File: src/rtl/ycbcr_stream_out.sv
// Raster-order RGB plane reader with BT.601 full-range YCbCr conversion onto a valid/ready stream.
// Optional build macro YCBCR_GRAY_EN adds a per-frame `gray` input that forces cb=cr=128.
module ycbcr_stream_out #(
    parameter int PIX = 16384,
    parameter int AW  = 14
) (
    input  logic          clk,
    input  logic          reset,
    input  logic          start,
`ifdef YCBCR_GRAY_EN
    input  logic          gray,
`endif
    output logic [AW-1:0] addr_r,
    input  logic [7:0]    rdata_r,
    output logic [AW-1:0] addr_g,
    input  logic [7:0]    rdata_g,
    output logic [AW-1:0] addr_b,
    input  logic [7:0]    rdata_b,
    output logic          out_valid,
    input  logic          out_ready,
    output logic [7:0]    y,
    output logic [7:0]    cb,
    output logic [7:0]    cr,
    output logic          out_last,
    output logic          busy,
    output logic          done
);

    typedef enum logic [1:0] {IDLE, RUN, DRAIN, DONE} state_t;

    localparam logic [AW-1:0] LAST_ADDR = AW'(PIX - 1);

    state_t          state, state_nxt;
    logic [AW-1:0]   rd_cnt;
    logic            stall, capture, cap_last, gray_q;
    logic [7:0]      r_p1, g_p1, b_p1;
    logic            vld_p1, last_p1;
    logic signed [17:0] rs, gs, bs, y_acc, cb_acc, cr_acc;
    logic [7:0]      y_c, cb_c, cr_c;

    function automatic logic signed [17:0] round_shift(input logic signed [17:0] acc);
        return (acc + 18'sd128) >>> 8;
    endfunction

    function automatic logic [7:0] clamp_u8(input logic signed [17:0] v);
        if (v < 0)
            return 8'd0;
        else if (v > 18'sd255)
            return 8'd255;
        else
            return v[7:0];
    endfunction

    assign stall    = out_valid & ~out_ready;
    assign capture  = (state == RUN) & ~stall;
    assign cap_last = capture & (rd_cnt == LAST_ADDR);

    assign addr_r = rd_cnt;
    assign addr_g = rd_cnt;
    assign addr_b = rd_cnt;
    assign busy   = (state == RUN) || (state == DRAIN);
    assign done   = (state == DONE);

    always_comb begin
        state_nxt = state;
        case (state)
            IDLE:    if (start) state_nxt = RUN;
            RUN:     if (cap_last) state_nxt = DRAIN;
            DRAIN:   if (out_valid & out_ready & out_last) state_nxt = DONE;
            DONE:    state_nxt = IDLE;
            default: state_nxt = IDLE;
        endcase
    end

    always_ff @(posedge clk) begin
        if (reset) begin
            state  <= IDLE;
            rd_cnt <= '0;
        end else begin
            state <= state_nxt;
            if (state == IDLE && start)
                rd_cnt <= '0;
            else if (capture && !cap_last)
                rd_cnt <= rd_cnt + 1'b1;
        end
    end

`ifdef YCBCR_GRAY_EN
    // Mode is latched at frame start so a toggling input cannot mix modes within a frame.
    always_ff @(posedge clk) begin
        if (reset)
            gray_q <= 1'b0;
        else if (state == IDLE && start)
            gray_q <= gray;
    end
`else
    assign gray_q = 1'b0;
`endif

    // S1: registered RGB from the asynchronous plane reads
    always_ff @(posedge clk) begin
        if (reset) begin
            vld_p1  <= 1'b0;
            last_p1 <= 1'b0;
        end else if (capture) begin
            vld_p1  <= 1'b1;
            last_p1 <= cap_last;
        end else if (!stall) begin
            vld_p1  <= 1'b0;
            last_p1 <= 1'b0;
        end
    end

    always_ff @(posedge clk) begin
        if (capture) begin
            r_p1 <= rdata_r;
            g_p1 <= rdata_g;
            b_p1 <= rdata_b;
        end
    end

    always_comb begin
        rs     = $signed({10'd0, r_p1});
        gs     = $signed({10'd0, g_p1});
        bs     = $signed({10'd0, b_p1});
        y_acc  = 18'sd77 * rs + 18'sd150 * gs + 18'sd29 * bs;
        cb_acc = 18'sd128 * bs - 18'sd43 * rs - 18'sd85 * gs;
        cr_acc = 18'sd128 * rs - 18'sd107 * gs - 18'sd21 * bs;
        y_c    = clamp_u8(round_shift(y_acc));
        cb_c   = clamp_u8(round_shift(cb_acc) + 18'sd128);
        cr_c   = clamp_u8(round_shift(cr_acc) + 18'sd128);
    end

    // S2: output register, frozen while a presented beat is not accepted
    always_ff @(posedge clk) begin
        if (reset) begin
            out_valid <= 1'b0;
            out_last  <= 1'b0;
            y         <= 8'd0;
            cb        <= 8'd0;
            cr        <= 8'd0;
        end else if (!stall) begin
            out_valid <= vld_p1;
            out_last  <= vld_p1 & last_p1;
            y         <= y_c;
            cb        <= gray_q ? 8'd128 : cb_c;
            cr        <= gray_q ? 8'd128 : cr_c;
        end
    end

endmodule

File: config.mk
export PLATFORM = sky130hd
export DESIGN_NAME = ycbcr_stream_out
export DESIGN_NICKNAME = d
export VERILOG_FILES = /design/src/rtl/ycbcr_stream_out.sv
export SDC_FILE = /design/constraint.sdc
export NUM_CORES = 1
export LEC_CHECK = 0
export CAP_MARGIN = 20
export CORE_MARGIN = 1.5
export CORE_UTILIZATION = 60
export DETAILED_ROUTE_END_ITERATION = 8
export PLACE_DENSITY = 0.79
export SLEW_MARGIN = 5
export SYNTH_ARGS = -nofsm -noshare
export SYNTH_HDL_FRONTEND = slang
export SYNTH_SLANG_ARGS = --single-unit
export TNS_END_PERCENT = 30
File: constraint.sdc
create_clock -name clk -period 9.4 [get_ports clk]
set_input_delay 0.94 -clock clk [delete_from_list [all_inputs] [get_ports clk]]
set_output_delay 0.94 -clock clk [all_outputs]
set_load 0.02 [all_outputs]
Word level (Yosys, flattened, before mapping). Cells that the tools add are included.

Register bits: 68.

$add $sub $neg: 12. $mul: 7. Order comparisons: 6. Eq/ne operators: 8. Multiplexer cells: 13. Bitwise operators: 8. Reductions and logical operators: 7.

Operator list (number): 7-bit by 8-bit multiplier with 15-bit output (first input constant) (4); 8-bit 2-to-1 mux (6); 17-bit by 9-bit adder with 18-bit output (second input constant) (2); 5-bit by 8-bit multiplier with 13-bit output (first input constant) (2); 10-bit by 9-bit adder with 11-bit output (second input constant) (2); 11-bit by 9-bit > comparator with 1-bit output (second input constant) (2); 11-bit by 1-bit less-than comparator with 1-bit output (second input constant) (2); 17-bit by 13-bit adder with 18-bit output (1); 18-bit by 9-bit adder with 18-bit output (second input constant) (1); 15-bit by 16-bit adder with 17-bit output (1); 16-bit by 14-bit subtractor with 17-bit output (1); 16-bit by 16-bit subtractor with 17-bit output (1); 15-bit by 14-bit subtractor with 16-bit output (1); 15-bit by 15-bit subtractor with 16-bit output (1); 14-bit by 1-bit adder with 14-bit output (second input constant) (1); 14-bit == test (second input constant) (1); 6-bit by 8-bit multiplier with 14-bit output (first input constant) (1); 10-bit by 9-bit > comparator with 1-bit output (second input constant) (1); 10-bit by 1-bit less-than comparator with 1-bit output (second input constant) (1); 2-bit case mux with 4 select lines (1); 1-bit bitwise AND (6); 2-bit 2-to-1 mux (3); 2-bit == test (second input constant) (2); 2-bit by 1-bit inequality test with 1-bit output (second input constant) (2); 10 further kinds (15).

Depth between registers and ports, before layout.
Depth after elaboration: 8. Gate-level depth with buffers: 29. Gate-level depth less buffers: 29.

Worst setup path after synthesis. Ideal clock, no wire load.

Path kind: register to register. Start: reg g_p1[6]. End: reg y[6]. Library setup time: 0.134 ns. Data arrival time: 6.437 ns. Path slack: 2.830 ns. Cell stages (with the launch flop): 24. Path buffers: 1. Clock period less this slack: 6.570 ns. Cells stage by stage: edfxtp_1 ha_1 ha_1 inv_1 fa_1 fa_1 inv_1 ha_1 xnor2_1 fa_1 fa_1 inv_1 fa_1 inv_1 fa_1 ha_1 ha_1 o21ai_0 o21a_1 o31ai_1 or3_1 clkbuf_1 a31oi_1 o22ai_1.

Word-level cells in the longest chain between the ends: 7. Elaborated cells on any way between the ends: 8.

Ends and longest elaborated chain: from (decl) (line 36) `logic [7:0] r_p1, g_p1, b_p1;`; from (signal assigned) (line 117) `g_p1 <= rdata_g;`; 7-bit by 8-bit multiplier with 15-bit output (*) (line 126) `y_acc = 18'sd77 * rs + 18'sd150 * gs + 18'sd29 * bs;`; 15-bit by 16-bit adder with 17-bit output (*) (line 126); 17-bit by 13-bit adder with 18-bit output (*) (line 126); 18-bit by 9-bit adder with 18-bit output (*) (line 42) `return (acc + 18'sd128) >>> 8;`; 10-bit by 9-bit > comparator with 1-bit output (line 48) `else if (v > 18'sd255)`; 8-bit 2-to-1 mux (line 48); 8-bit 2-to-1 mux (*) (line 46) `if (v < 0)`; to (signal assigned) (line 145) `y <= y_c;`; to (decl) (line 21) `output logic [7:0] y,`.

Mark *: on every way between the ends. The rest lies on a longest branch, timed or not. A chain may end at the register's enable or synchronous reset.

Final worst setup path.
Start: reg g_p1[0]. End: reg cr[7].

Word-level cells in the longest chain between the ends: 8. Elaborated cells on any way between the ends: 9.

Ends and longest elaborated chain: 7-bit by 8-bit multiplier with 15-bit output (*) (line 128) `cr_acc = 18'sd128 * rs - 18'sd107 * gs - 18'sd21 * bs;`; 15-bit by 15-bit subtractor with 16-bit output (*) (line 128); 16-bit by 14-bit subtractor with 17-bit output (*) (line 128); 17-bit by 9-bit adder with 18-bit output (*) (line 42); 10-bit by 9-bit adder with 11-bit output (*) (line 131) `cr_c = clamp_u8(round_shift(cr_acc) + 18'sd128);`; 11-bit by 9-bit > comparator with 1-bit output (line 48); 8-bit 2-to-1 mux (line 48); 8-bit 2-to-1 mux (*) (line 46); to (signal assigned) (line 147) `cr <= gray_q ? 8'd128 : cr_c;`; to (decl) (line 23) `output logic [7:0] cr,`.

Marked as above.

==> results.json <==
{
  "seqCellArea_um2": 1600,
  "grt_pass1_wl_um": 42700,
  "syn_nets": 1733,
  "status": "finished, final reports clean",
  "critPathLaunch": "g_p1[0]$_DFFE_PP_",
  "dp_cells": 1647,
  "synth_edf_count": 24,
  "layout.nets": 1805,
  "cp.required_ns": 9.60,
  "ys_types": 59,
  "cts_resized": 0,
  "synth_common_cells": "inv_1 (281), ha_1 (280), fa_1 (104)",
  "rows": 51,
  "drv_slew": 0,
  "synth.cell_area_um2": 11800,
  "num_vias": 9027,
  "ys_top_cells_by_area": "ha_1 (30%), fa_1 (18%), inv_1 (8.9%)",
  "ys_async_sr_fraction_pct": 0,
  "fmax_ghz": 0.135,
  "coreArea_um2": 19300,
  "dp_hpwl_um": 22600,
  "synth_flop_cell": "dfxtp_1",
  "drtAntennaViolNets": 0,
  "drcViolationCount": 0,
  "start_kind": "flop",
  "drt_iter0_markers": 497,
  "clkSlewWorstSetupHoldPaths_ns": 0.06,
  "clock_skew_ns": 0.00707,
  "ioPinCount": 98,
  "synth_top_area_share_pct": 29.7,
  "crit_top_cell": "ha_1",
  "final_hold_viol_count": 0,
  "die_w_um": 143,
  "rsz0062_at_grt": "no",
  "worstReg2RegStart": "g_p1[0]$_DFFE_PP_",
  "cts_buffer_depth": 2,
  "first_pass_iters": 5,
  "setup_viol": 0,
  "die_area_um2": 20500,
  "period_needed_ns": 7.39,
  "grt_max_degree": 28,
  "portBuffers": 97,
  "synth_top_area_cell": "ha_1",
  "die_height_um": 143,
  "area_delta_synth_final_pct": 11.6,
  "clock-sinks": 68,
  "grt_overflow_total": 0,
  "synth_most_common_cell": "inv_1",
  "worstSetupPathType": "flop to flop",
  "place_ws_ns": 2.11,
  "start_util_pct": 61.0,
  "viasPerCell": 5.43,
  "crit_path_end_kind": "flop",
  "yosysSeqAreaShare_pct": 13.6,
  "multi_input_area_um2": 8880,
  "worst_path_max_delay_cell": "edfxtp_1",
  "numCtsBuffers": 9,
  "wirelength_um": 26200,
  "clk_latency_ns": 0.35,
  "ys_warn_count": 0,
  "ys_ff_latch": 68,
  "antenna_cells": 0,
  "postCtsHoldBufs": 0,
  "drive_above_1_share_pct": 2.22,
  "arrival_ns": 7.59,
  "nFillCells": 1491,
  "grt_pass1_vias": 8877,
  "antenna_found_initial": 0,
  "syn_area_per_cell_um2": 8.92,
  "min_period_over_period_pct": 78.6,
  "syn-instance-count": 1321,
  "setup_slack_ns": 2.01,
  "fin_cells": 1663,
  "cp_max_fo": 9,
  "cap_violations": 0,
  "post-cts-setup-buffers": 0,
  "hp-start": "cb[1]$_SDFFE_PP0N_",
  "hold_class": "flop to flop",
  "gp_congestion": 0.964,
  "h-tree-depth": 3,
  "grt_usage_pct": 26.9,
  "slew_headroom_pct": 34.9,
  "clock-root-buffer": "clkbuf_16",
  "wl_per_cell_um": 15.7,
  "tns_ns": 0,
  "slowest_delay_ns": 0.56,
  "cts_tree": "built",
  "worstMarginPinSlew_ns": 0.973
}
==> layer usage <==
layer	GRT usage [%]	up-vias	share of wire, %
met5	0	-	0
met4	13.0	0	4.5
met3	3.55	66	5.0
met2	45.2	229	48
met1	34.2	4226	43
li1	-	4506	-
==> area by class of cell <==
class / count / area share, %
clock inverters: 6 / 0.371
flip-flops and latches: 68 / 12.2
inverters: 281 / 8.02
clock buffers: 10 / 1.90
multi-input cells: 934 / 67.5
well taps: 265 / 2.52
repair buffers: 99 / 7.49
==> cell families after synthesis <==
kind of cell	after synthesis	synth area share (%)
simple gates	273	11.3
compound gates	199	10.8
xor+xnor	73	5.42
mux	5	0.425
flops	68	13.6
fa+ha+maj	384	47.4
buf+inv	319	11.0
==> cell usage in the layout (no fill, tap or decap), drive strengths merged, types with 10 or more instances in the layout <==
cell | synthesis | layout
inv | 281 | 286
ha | 280 | 280
fa | 104 | 104
clkdlybuf4s50 | 0 | 97
nor2 | 75 | 75
nand2 | 64 | 64
a21oi | 59 | 59
o21ai | 54 | 54
xnor2 | 45 | 45
dfxtp | 44 | 44
nor3 | 29 | 29
xor2 | 28 | 28
nand3 | 24 | 24
edfxtp | 24 | 24
nor2b | 17 | 17
a211oi | 15 | 15
or3 | 14 | 14
a21o | 11 | 11
clkbuf | 10 | 10
==> final timing paths <==
check	to	slack, ns	depth (start not counted)
worst max-delay path	cr[7]$_SDFFE_PP0N_	2.01	26
worst min-delay path	cb[1]$_SDFFE_PP0N_	0.44	2
worst max register to register	cr[7]$_SDFFE_PP0N_	2.01	26
worst min register to register	cb[1]$_SDFFE_PP0N_	0.44	2
==> metrics by stage <==
stage / cell area, um2 / util [%] / hold slack (ns)
global placement: 12900 / 66.5 / 0.435
floorplan: 11800 / - / 0.436
global route: 13200 / 68.0 / 0.460
CTS: 13200 / 68.0 / 0.448
finish: 13200 / 68.0 / 0.444
detailed placement: 12900 / 66.5 / 0.439
==> critical path: cells and delay by family, from the launching register on <==
kind / cells / cell delay, ns
buffers and inverters: 5 / 0.31
adder cells (fa/ha/maj): 8 / 3.01
XOR/XNOR: 2 / 0.44
multiplexers: 1 / 0.48
AND/OR/NAND/NOR: 3 / 0.76
AO/OA/AOI/OAI: 7 / 1.67
flip-flops: 1 / 0.56
==> state kept, by name, summed over array words and instances (netlist names), 2 cells and up <==
register and flops:
b_p1 8, g_p1 8, y 8, cb 8, r_p1 8, addr_b 14, state 2, cr 8
Power is left out: the tool's default activity adds up to more than one toggle a clock period on the data nets, which glitch-free logic cannot reach.
